**config.mk**
```make
export PLATFORM = sky130hd
export DESIGN_NAME = mem_arbiter
export DESIGN_NICKNAME = d
export VERILOG_FILES = /design/src/rtl/mem_arbiter.sv
export SDC_FILE = /design/constraint.sdc
export NUM_CORES = 1
export LEC_CHECK = 0
export BUFFER_PORTS_ARGS = -buffer_cell sky130_fd_sc_hd__buf_2
export CELL_PAD_IN_SITES_DETAIL_PLACEMENT = 0
export CELL_PAD_IN_SITES_GLOBAL_PLACEMENT = 1
export CORE_ASPECT_RATIO = 0.5
export CORE_UTILIZATION = 39
export CTS_CLUSTER_DIAMETER = 150
export DETAILED_ROUTE_END_ITERATION = 16
export PLACE_DENSITY = 0.84
export SLEW_MARGIN = 20
export SYNTH_ARGS = -nofsm -noshare
export SYNTH_HDL_FRONTEND = slang
export SYNTH_SLANG_ARGS = --single-unit
```
**constraint.sdc**
```tcl
create_clock -name clk -period 2.5 [get_ports clk]
set_input_delay 0.375 -clock clk [delete_from_list [all_inputs] [get_ports clk]]
set_output_delay 0.375 -clock clk [all_outputs]
set_load 0.005 [all_outputs]
```
**src/rtl/mem_arbiter.sv**
```systemverilog
// mem_arbiter: two-requester (instruction fetch / data load-store) arbiter in
// front of a single shared memory port. One access is outstanding at a time;
// data normally wins over fetch.
// Optional build macro MEM_ARB_STARVE_GUARD_EN adds a fetch starvation guard:
// after STARVE_MAX consecutive data grants with a fetch waiting, the fetch is
// granted ahead of data.
module mem_arbiter #(
  parameter int STARVE_MAX = 4
) (
  input  logic        clk,
  input  logic        rst_n,
  input  logic        i_req,
  input  logic [31:0] i_addr,
  output logic        i_gnt,
  output logic        i_rvalid,
  output logic [31:0] i_rdata,
  input  logic        d_req,
  input  logic        d_we,
  input  logic [3:0]  d_be,
  input  logic [31:0] d_addr,
  input  logic [31:0] d_wdata,
  output logic        d_gnt,
  output logic        d_rvalid,
  output logic [31:0] d_rdata,
  output logic        mem_req,
  output logic        mem_we,
  output logic [3:0]  mem_be,
  output logic [31:0] mem_addr,
  output logic [31:0] mem_wdata,
  input  logic        mem_ack,
  input  logic [31:0] mem_rdata,
  output logic        busy
);

  localparam logic [1:0] ST_IDLE  = 2'd0;
  localparam logic [1:0] ST_I_ACC = 2'd1;
  localparam logic [1:0] ST_D_ACC = 2'd2;

  logic [1:0]  state_q, state_d;
  logic        we_q, we_d;
  logic [3:0]  be_q, be_d;
  logic [31:0] addr_q, addr_d;
  logic [31:0] wdata_q, wdata_d;
  logic        i_rvalid_q, i_rvalid_d;
  logic        d_rvalid_q, d_rvalid_d;
  logic [31:0] i_rdata_q, i_rdata_d;
  logic [31:0] d_rdata_q, d_rdata_d;
  logic        fetch_forced;

`ifdef MEM_ARB_STARVE_GUARD_EN
  localparam logic [3:0] STARVE_LIMIT = STARVE_MAX[3:0];

  logic [3:0] starve_cnt_q, starve_cnt_d;

  assign fetch_forced = i_req && (starve_cnt_q == STARVE_LIMIT);

  // Count data grants that overtake a waiting fetch; any fetch grant or an idle cycle without a fetch request starts over.
  always_comb begin
    starve_cnt_d = starve_cnt_q;
    if (i_gnt || ((state_q == ST_IDLE) && !i_req)) begin
      starve_cnt_d = 4'd0;
    end else if (d_gnt && i_req) begin
      starve_cnt_d = starve_cnt_q + 4'd1;
    end
  end

  // Starvation counter register.
  always_ff @(posedge clk or negedge rst_n) begin
    if (!rst_n) begin
      starve_cnt_q <= 4'd0;
    end else begin
      starve_cnt_q <= starve_cnt_d;
    end
  end
`else
  logic unused_starve_max;

  assign fetch_forced      = 1'b0;
  assign unused_starve_max = (STARVE_MAX != 0);
`endif

  // Grants are only possible in IDLE; data beats fetch unless the guard forces the fetch through.
  always_comb begin
    d_gnt = 1'b0;
    i_gnt = 1'b0;
    if (state_q == ST_IDLE) begin
      if (d_req && !fetch_forced) begin
        d_gnt = 1'b1;
      end else if (i_req) begin
        i_gnt = 1'b1;
      end
    end
  end

  // Capture the granted request, hold it on the memory port until ack, then return data with a one-cycle valid pulse.
  always_comb begin
    state_d    = state_q;
    we_d       = we_q;
    be_d       = be_q;
    addr_d     = addr_q;
    wdata_d    = wdata_q;
    i_rvalid_d = 1'b0;
    d_rvalid_d = 1'b0;
    i_rdata_d  = i_rdata_q;
    d_rdata_d  = d_rdata_q;
    case (state_q)
      ST_IDLE: begin
        if (d_gnt) begin
          we_d    = d_we;
          be_d    = d_be;
          addr_d  = d_addr;
          wdata_d = d_wdata;
          state_d = ST_D_ACC;
        end else if (i_gnt) begin
          we_d    = 1'b0;
          be_d    = 4'hF;
          addr_d  = i_addr;
          state_d = ST_I_ACC;
        end
      end
      ST_I_ACC: begin
        if (mem_ack) begin
          i_rdata_d  = mem_rdata;
          i_rvalid_d = 1'b1;
          state_d    = ST_IDLE;
        end
      end
      ST_D_ACC: begin
        if (mem_ack) begin
          d_rdata_d  = mem_rdata;
          d_rvalid_d = 1'b1;
          state_d    = ST_IDLE;
        end
      end
      default: begin
        state_d = ST_IDLE;
      end
    endcase
  end

  // State, captured request and response registers; reset abandons any access in flight.
  always_ff @(posedge clk or negedge rst_n) begin
    if (!rst_n) begin
      state_q    <= ST_IDLE;
      we_q       <= 1'b0;
      be_q       <= 4'd0;
      addr_q     <= 32'd0;
      wdata_q    <= 32'd0;
      i_rvalid_q <= 1'b0;
      d_rvalid_q <= 1'b0;
      i_rdata_q  <= 32'd0;
      d_rdata_q  <= 32'd0;
    end else begin
      state_q    <= state_d;
      we_q       <= we_d;
      be_q       <= be_d;
      addr_q     <= addr_d;
      wdata_q    <= wdata_d;
      i_rvalid_q <= i_rvalid_d;
      d_rvalid_q <= d_rvalid_d;
      i_rdata_q  <= i_rdata_d;
      d_rdata_q  <= d_rdata_d;
    end
  end

  assign busy      = (state_q != ST_IDLE);
  assign mem_req   = busy;
  assign mem_we    = we_q;
  assign mem_be    = be_q;
  assign mem_addr  = addr_q;
  assign mem_wdata = wdata_q;
  assign i_rvalid  = i_rvalid_q;
  assign d_rvalid  = d_rvalid_q;
  assign i_rdata   = i_rdata_q;
  assign d_rdata   = d_rdata_q;

endmodule

```
# [Yosys cells after proc, flatten, opt, wreduce, memory -nomap -nowiden]
# Cells that the tools add are included.
[classes] bitwise=0 add_sub_neg=0 n_div=0 n_eq_ne=4 n_mul=0 n_mux=18 magnitude_cmp=0 reduce_logical=9 shift=0
[ops] operator="32-bit 2-to-1 mux" count=2
[ops] operator="1-bit 2-to-1 mux" count=10
[ops] operator="2-bit AND reduction" count=5
[ops] operator="4-bit 2-to-1 mux" count=2
[ops] operator="2-bit 2-to-1 mux" count=3
[ops] operator="2-bit case mux with 2 select lines" count=1
[ops] operator="2-bit nonzero test" count=2
[ops] operator="3-bit != test (second input constant)" count=1
[ops] operator="2-bit by 1-bit == test with 1-bit output (second input constant)" count=1
[ops] operator="2-bit == test (second input constant)" count=1
[ops] operator="2-bit zero test" count=1
[ops] operator="2-bit by 1-bit != test with 1-bit output (second input constant)" count=1
[ops] operator="2-bit OR reduction" count=1
[totals] wordCells=40 ramBits=0 latch_bits=0 romBits=0 reg_bits=137 memories=0 output_inout_bits=139

# [Longest topological paths before layout]
# Gate-level depths: netlist of the first run.
[depth] word_depth=6 ltp_mapped=8

# [Least setup slack after synthesis of the first run]
# OpenSTA, ideal clock, no wires.
[synth_path] path_kind="register to register" startpoint="register state_q[1]" endpoint="register wdata_q[10] (netlist: mem_wdata[10])" t_required_ns=2.375 setup_slack_ns=1.017 stages_incl_launch_ff=8 n_path_buf=2 arrival_ns=1.358 cell_sequence="dfrtp_1 > inv_1 > ha_1 > buf_6 > nand2_4 > inv_4 > buf_6 > mux2_4"
[synth_between] elab_chain_len=3
[synth_lines] item="from (decl)" line="39" source="logic [1:0] state_q, state_d;"
[synth_lines] item="from (signal assigned)" line="154" source="state_q <= state_d;"
[synth_lines] item="2-bit zero test (*)" line="86, 106"
[synth_lines] item="1-bit 2-to-1 mux" line="86" source="if (state_q == ST_IDLE) begin"
[synth_lines] item="2-bit AND reduction (no source line) (*)"
[synth_lines] item="to (signal assigned)" line="158" source="wdata_q <= wdata_d;"
[synth_lines] item="to (decl)" line="43" source="logic [31:0] wdata_q, wdata_d;"
# Mark *: on every way between the ends. The rest lies on a longest branch, timed or not.
# A chain may end at the register's enable or synchronous reset.

# [Worst setup path after layout of the first run]
[layout_path] startpoint="register state_q[1]" endpoint="output port i_gnt"
[layout_between] elab_chain_len=2
[layout_lines] item="2-bit zero test" line="86"
[layout_lines] item="1-bit 2-to-1 mux" line="86"
[layout_lines] item="to (decl)" line="14" source="output logic i_gnt,"
# No other way between the ends.

==> results.txt, run 1 <==
- Chain of cells forming the critical path: inv_1, ha_2, buf_4, inv_1, nor2_1, buf_2
- 0 antenna diodes ended up in the layout.
- At the later pin of the worst-skew pair, clock insertion delay measures 410 ps.
* Layout Cell Area excl Fill: 7910 sq um
- Arr. time, crit path: 1990 ps
- Between clock sinks in the finished design, the worst skew comes to 14.3 ps.
* Most frequent cell on the critical path: inv_1
- Final setup violation count: 0
- Placeable core region: 14500 sq um
* Fraction of layout cells with a size suffix above 1: 70.4%
- Effective utilization at floorplan: 40.0%
- Counting the fill cells in the layout gives 1268.
* Max-slew violation total from the final report: 0
* Reg clk slew, reported paths: 60 ps
- After global routing the overflow that remains totals 0.
* Number of warning messages in the yosys log: 0
* Distinct cell type count after synthesis: 24
- WS Path Type: reg -> out
- The wire-length estimate of the detail-placed layout is 10.2 mm.
- Flop-to-flop setup slack: 720 ps
- Synth top area share: 59.2%
- PD cells: 1280 nW/um^2
* Final TNS setup: 0 ps
- Placed cell count: 840
- Crit path max-delay family: buffers and inverters
* Area overhead of the layout relative to synthesis: 36.6%
* Dominant cell type by area after synthesis: dfrtp_1
- Routed wirelength normalized by instance count: 16.2 um
- In the routed design, unresolved DRC markers number 0.
- After synthesis the cells add up to 5790 sq um.
- Source of the worst hold timing path: d_we
- Slew headroom: 60.5%
- Using the TritonRoute via totals, the vias-per-cell ratio works out to 4.64.
- STA classifies the critical path endpoint as a primary output.
- Summing the sequential cell areas from Yosys gives 59.2% of the chip area.
- The die is 174 um wide.
- Source of the worst register-to-register timing path: state_q[1]
- Of all flip-flops after synthesis, the portion carrying an async set or reset was 100%.
- In this run the cell area measured after placement is 7290 sq um.
- Starting DRC count in detailed routing: 147
- Overall die height: 88.2 um
- Synthesis handed over a netlist of 383 instances.
* Vias: 4051
* Number of buffer and inverter stages on the critical path: 4
* Number of H-tree levels: 4
- The initial antenna violation count is 0.
- Peak supply drop: 0.724 mV
- Via count of the first global-routing pass: 4205
* Total Nets Final: 803
- Ranked by total cell area, the synthesized netlist is headed by dfrtp_1 (59%), mux2_2 (13%), mux2_4 (7.0%).
- Maximum buffer depth of the clock tree: 2
* Min Tclk post-route: 2370 ps
* First element of the critical path: state_q[1]
- Count of port buffers added during placement: 276
- Post-route ant nets: 0
* Final standard cell count with taps included and fillers excluded: 873
- Clock tree from TritonCTS: built
* Setup repair after global routing missed its margin: no
* Synthesized Nets: 524
- The tool flagged a number of max-cap violations equal to 0.
* Worst min path class: in -> reg
* Sort of element at the start of the critical path: register
* Multi-input logic area: 2120 sq um
- Slew at the pin with the worst max-slew slack: 593 ps
* Number of top-level pins: 277
- 1st-pass router iterations: 4
- The flow ran to the end, and the final reports show no timing, DRC or antenna violations.
- The worst path uses 94.7% of the clock period.
* Final Hold Violating Endpoints: 0
- Data required, critical path: 2120 ps
- Global-route wire length before repair: 22.0 mm
- Maximum number of pins on one net before global-route repair: 69
- Max stage delay on crit path: 470 ps
- Placement row count: 31
- Register Area: 3430 sq um
* Detailed Route WL: 14.1 mm
- Dividing the synthesized area by the synthesized cell count gives 15.1 sq um.
* Cell with the most instances after synthesis: dfrtp_1
- EDFF count, synth: 0
- The root buffer cell chosen for the clock tree is clkbuf_16.
- Total leakage power: 3.85 nW
- All-layer global routing usage: 18.5%
- Weighted congestion at the end of routability-driven global placement: 0.759
- Counting the buffers created by CTS gives 17.
- The clock drives 137 sinks.
- The die covers 15400 sq um.
* Top cell types by occurrence after synthesis: dfrtp_1 (137), mux2_2 (69), nor2_1 (33)
- After clock tree synthesis, the repair step resized 0 gates.
- Worst hold slack: 192 ps
- Among all flip-flop cells after synthesis, the most frequent one is dfrtp_1.
- Achievable clock frequency: 423 MHz
* Critical path's slowest cell: buf_4
- Of all nets on the critical path, the largest fanout is 35.
- Register bit count reported by yosys: 137
- Number of buffers inserted by post-CTS setup repair: 0
==> cell families after synthesis <==
group	synth area share (%)
buf+inv	4.34
flops	59.2
fa+ha+maj	0.648
simple gates	2.89
mux	20.4
compound gates	12.5
==> final timing paths <==
path                                      end  cells after the start
worst max-delay path                    i_gnt                      6
worst min-delay path                   mem_we                      2
worst max register to register  mem_wdata[31]                      5
worst min register to register      mem_be[1]                      1
max in group asynchronous              mem_we                      3
min in group asynchronous         i_rdata[11]                      2
==> cell type report <==
class                      instances  area share, %
timing repair buffer             285           18.6
sequential                       137           43.3
clock buffer                      18           5.42
multi-input combinational        213           26.8
clock inverter                    14           2.36
tap                              198           3.13
inverter                           8          0.411
==> layer usage <==
metal	up-vias	track usage, %	share of wire, %
met1	2030	21.8	41
met5	-	0	0
met4	0	6.54	1.2
met3	13	3.47	2.9
li1	1916	-	-
met2	92	34.4	55
==> through the flow <==
stage | worst slack, ps | total power, mW | utilization, %
2_1_floorplan | 1020 | 5.95 | -
3_3_place_gp | 584 | 7.46 | 50.4
3_5_place_dp | 547 | 7.60 | 50.4
4_1_cts | 105 | 10.3 | 54.7
5_1_grt | 5.39 | 10.8 | 54.7
6_report | 133 | 10.1 | 54.7
==> what timing repair did <==
action	4_1_cts	5_1_grt
setup endpoints to repair	0	0
hold buffers	1	0
hold endpoints to repair	34	0
==> cells in the final DEF (no fill, tap or decap), drive strengths merged <==
| cell type | instances |
|---|---|
| a21o | 1 |
| a21oi | 34 |
| buf | 284 |
| bufinv | 3 |
| clkbuf | 18 |
| clkinv | 3 |
| clkinvlp | 2 |
| dfrtp | 137 |
| dlygate4sd3 | 1 |
| ha | 3 |
| inv | 14 |
| mux2 | 96 |
| nand2 | 5 |
| nand2b | 2 |
| nor2 | 33 |
| o21a | 1 |
| o22a | 4 |
| o22ai | 33 |
| o2bb2ai | 1 |
==> state kept, by name, indices dropped and copies added, names as in the netlist <==
register and count:
mem_wdata 32, d_rdata 32, mem_we 1, mem_addr 32
i_rdata 32, i_rvalid 1, d_rvalid 1, state_q 2
mem_be 4
==> power by group <==
part           total, mW  switching, mW  internal, mW
Sequential          3.86          0.539          3.32
Combinational       3.64           1.64          2.00
Clock               2.62           1.02          1.60
Total               10.1           3.20          6.92
No activity file was read; power rests on OpenSTA's default activity.
==> run 2, diff against run 1 <==
Settings changed: CORE_ASPECT_RATIO 0.5 to 0.6.
==> results.txt, run 2 (synthesis gave the netlist of run 1 again) <==
* Min Tclk post-route: 2290 ps (-77.3 ps)
- Sum of overflow across all layers after global routing: 0 (unchanged)
- Post-Route Skew: 13.5 ps (-0.773 ps)
* Final Hold Violating Endpoints: 0 (unchanged)
- Final setup violation count: 0 (unchanged)
- Worst hold slack: 187 ps (-5.19 ps)
- In this run the critical register-to-register path is launched from state_q[1].
* PD cells: 1280 nW/um^2 (-0.23%)
- Routed wirelength normalized by instance count: 15.9 um (-1.6%)
- The count of buffer and inverter cells on the critical path came to 3 (-1).
- The peak ir drop on the vdd network came to 0.448 mV (-38%).
- The cell sitting at the root of the clock tree is a clkbuf_16.
- The iteration count of the initial detailed-routing pass was 4 (unchanged).
* Crit path max-delay family: buffers and inverters
- Maximum number of pins on one net before global-route repair: 66 (-4.3%)
- Count of fill cells added during filler insertion: 1247 (-1.7%)
* Area after DPL: 7290 sq um (+0.10%)
- Leaving out fill and tap cells, the most frequent cells in the layout are buf_2 (275), dfrtp_1 (137), mux2_2 (69).
- The total count of max-transition violations in the final report is 0 (unchanged).
- The worst setup path is launched from a register.
- Data required, critical path: 2120 ps (about the same)
- Weighted congestion at the end of routability-driven global placement: 0.862 (+14%)
- Share of the clock period used by the worst path after layout: 91.6% (-3.1 points)
- The count of pins on the block boundary was 277 (unchanged).
- Placement row count: 34 (+9.7%)
- Count of port buffers added during placement: 276 (unchanged)
* Placeable core region: 14500 sq um (+0.27%)
* Cell depth of the worst hold path: 2 (unchanged)
- Area overhead of the layout relative to synthesis: 36.8%
- All-layer global routing usage: 18.4% (-0.090 points)
- The post-route setup TNS was 0 ps (unchanged).
- The detailed-route wire length was 13.9 mm (-1.3%).
- Worst min-delay path endpoint: mem_we
* Number of H-tree levels: 4 (unchanged)
- Slew at the pin with the worst max-slew slack: 854 ps (+262 ps)
* Fraction of layout cells with a size suffix above 1: 70.4% (about the same)
- Setup repair after global routing missed its margin: no
- Reg clk slew, reported paths: 60 ps (about the same)
* DR vias/cell: 4.67 (+0.66%)
- Worst r2r path cells: 5 (unchanged)
- The reg-to-reg setup timing slack is 670 ps (-50 ps).
* Total Nets Final: 804 (+0.12%)
- Most common library cell in the layout ignoring fill and taps: buf_2
- The buffers inserted during post-CTS setup optimization was 0 (unchanged).
- Critical path's slowest cell: inv_4
* Achievable clock frequency: 437 MHz (+3.4%)
- The worst-skew pair later-pin latency was 410 ps (about the same).
- The worst max-slew margin expressed relative to the limit came to 42.8% (-18 points).
* Layout Cell Area excl Fill: 7920 sq um (+0.13%)
* Result of the run: finished, final reports clean
- Overall die height: 96.4 um (+9.3%)
- Via count of the first global-routing pass: 4101 (-2.5%)
- STA classifies the critical path endpoint as a primary output.
* Count of clock tree sinks: 137 (unchanged)
* Arr. time, crit path: 1910 ps (-80 ps)
- The post-route antenna net violation count is 0 (unchanged).
* Source of the worst hold timing path: d_we
- The min-delay analysis places its worst path in the category in -> reg.
- Final standard cell count with taps included and fillers excluded: 875 (+0.23%)
* Starting DRC count in detailed routing: 175 (+19%)
* Maximum buffer depth of the clock tree: 2 (unchanged)
- The wire length of the first global-routing pass came to 21.7 mm (-1.2%).
* Clock tree from TritonCTS: built
- The clock buffer count from CTS was 17 (unchanged).
* Estimated wirelength of the detail-placed design: 10.1 mm (-1.3%)
- The maximum net fanout on the critical path was 35 (unchanged).
- Crit Reg-Reg Endpoint: mem_wdata[1]
- The setup path with the least slack is of type reg -> out.
- Detailed-route DRC error count: 0 (unchanged)
* Effective utilization at floorplan: 39.9% (-0.11 points)
- The number of vias after detailed routing was 4087 (+0.89%).
- Number of antenna violations at the first check in global routing: 0 (unchanged)
* Total leakage power: 3.85 nW (+0.18%)
- The number of instances in the placed design was 841 (+0.12%).
- The die span in x came to 159 um (-8.6%).
- The critical path goes through inv_1, ha_2, nand2_4, inv_4, buf_2.
- Max stage delay on crit path: 430 ps (-40 ps)
- The reported max-cap violation count was 0 (unchanged).
- Area of the die: 15400 sq um (about the same)
run 2: cell types whose count changed in the layout (fill, tap and decap cells not counted), sizes merged:
cell	previous run	this run
inv	14	15
diode	0	1
buf	284	285
clkinv	3	2
run 2: what timing repair did:
item                                    in CTS  in global routing
endpoints found under the setup margin       0                  1
hold buffers                                 1                  0
gates resized for setup                      0                  1
hold endpoints to repair                    28                  0
run 2: metal layers:
metal	up-vias	wire [um]	track usage, %	part of all wire, %
li1	1931	-	-	-
met1	1990	6490	24.6	47
met2	152	6470	29.1	46
met3	14	819	5.21	5.9
met4	0	136	6.57	0.98
met5	-	0	0	0
run 2: power breakdown:
group	internal [mW]	switching (mW)	leakage, nW
clock network	1.60	1.00	0.295
registers	3.32	0.547	1.59
logic	2.00	1.64	1.97
total	6.92	3.19	3.85
run 2: area by class of cell:
| class | count | area (sq um) | share of cell area, % |
|---|---|---|---|
| multi-input combinational | 213 | 2120 | 26.7 |
| tap | 198 | 248 | 3.13 |
| inverter | 8 | 32.5 | 0.411 |
| clock buffer | 18 | 429 | 5.42 |
| clock inverter | 14 | 183 | 2.31 |
| timing repair buffer | 286 | 1480 | 18.7 |
| sequential | 137 | 3430 | 43.3 |
| antenna | 1 | 2.50 | 0.0316 |
run 2: worst register-to-register path: cells and delay by family (launching register included):
kind,cells,cell delay [ps]
fa+ha+maj,1,270
mux,1,420
flops,1,390
buf+inv,2,550
simple gates,1,90
run 2: metrics by stage:
step	power, mW	utilization (%)	worst slack, ps
floorplan	5.95	-	1020
global placement	7.45	50.3	588
detailed placement	7.59	50.3	526
CTS	10.2	54.6	86.3
global route	10.8	54.6	92.8
finish	10.1	54.6	211
run 2: worst max-delay path by stage:
stage	start	endpoint	slack, ps	cells after the start
global route	state_q[1]	d_gnt	90	5
detailed placement	state_q[1]	i_gnt	530	6
floorplan	state_q[1]	mem_wdata[10]	1020	7
global placement	state_q[1]	i_gnt	590	6
CTS	state_q[1]	i_gnt	90	6
finish	state_q[1]	d_gnt	210	5
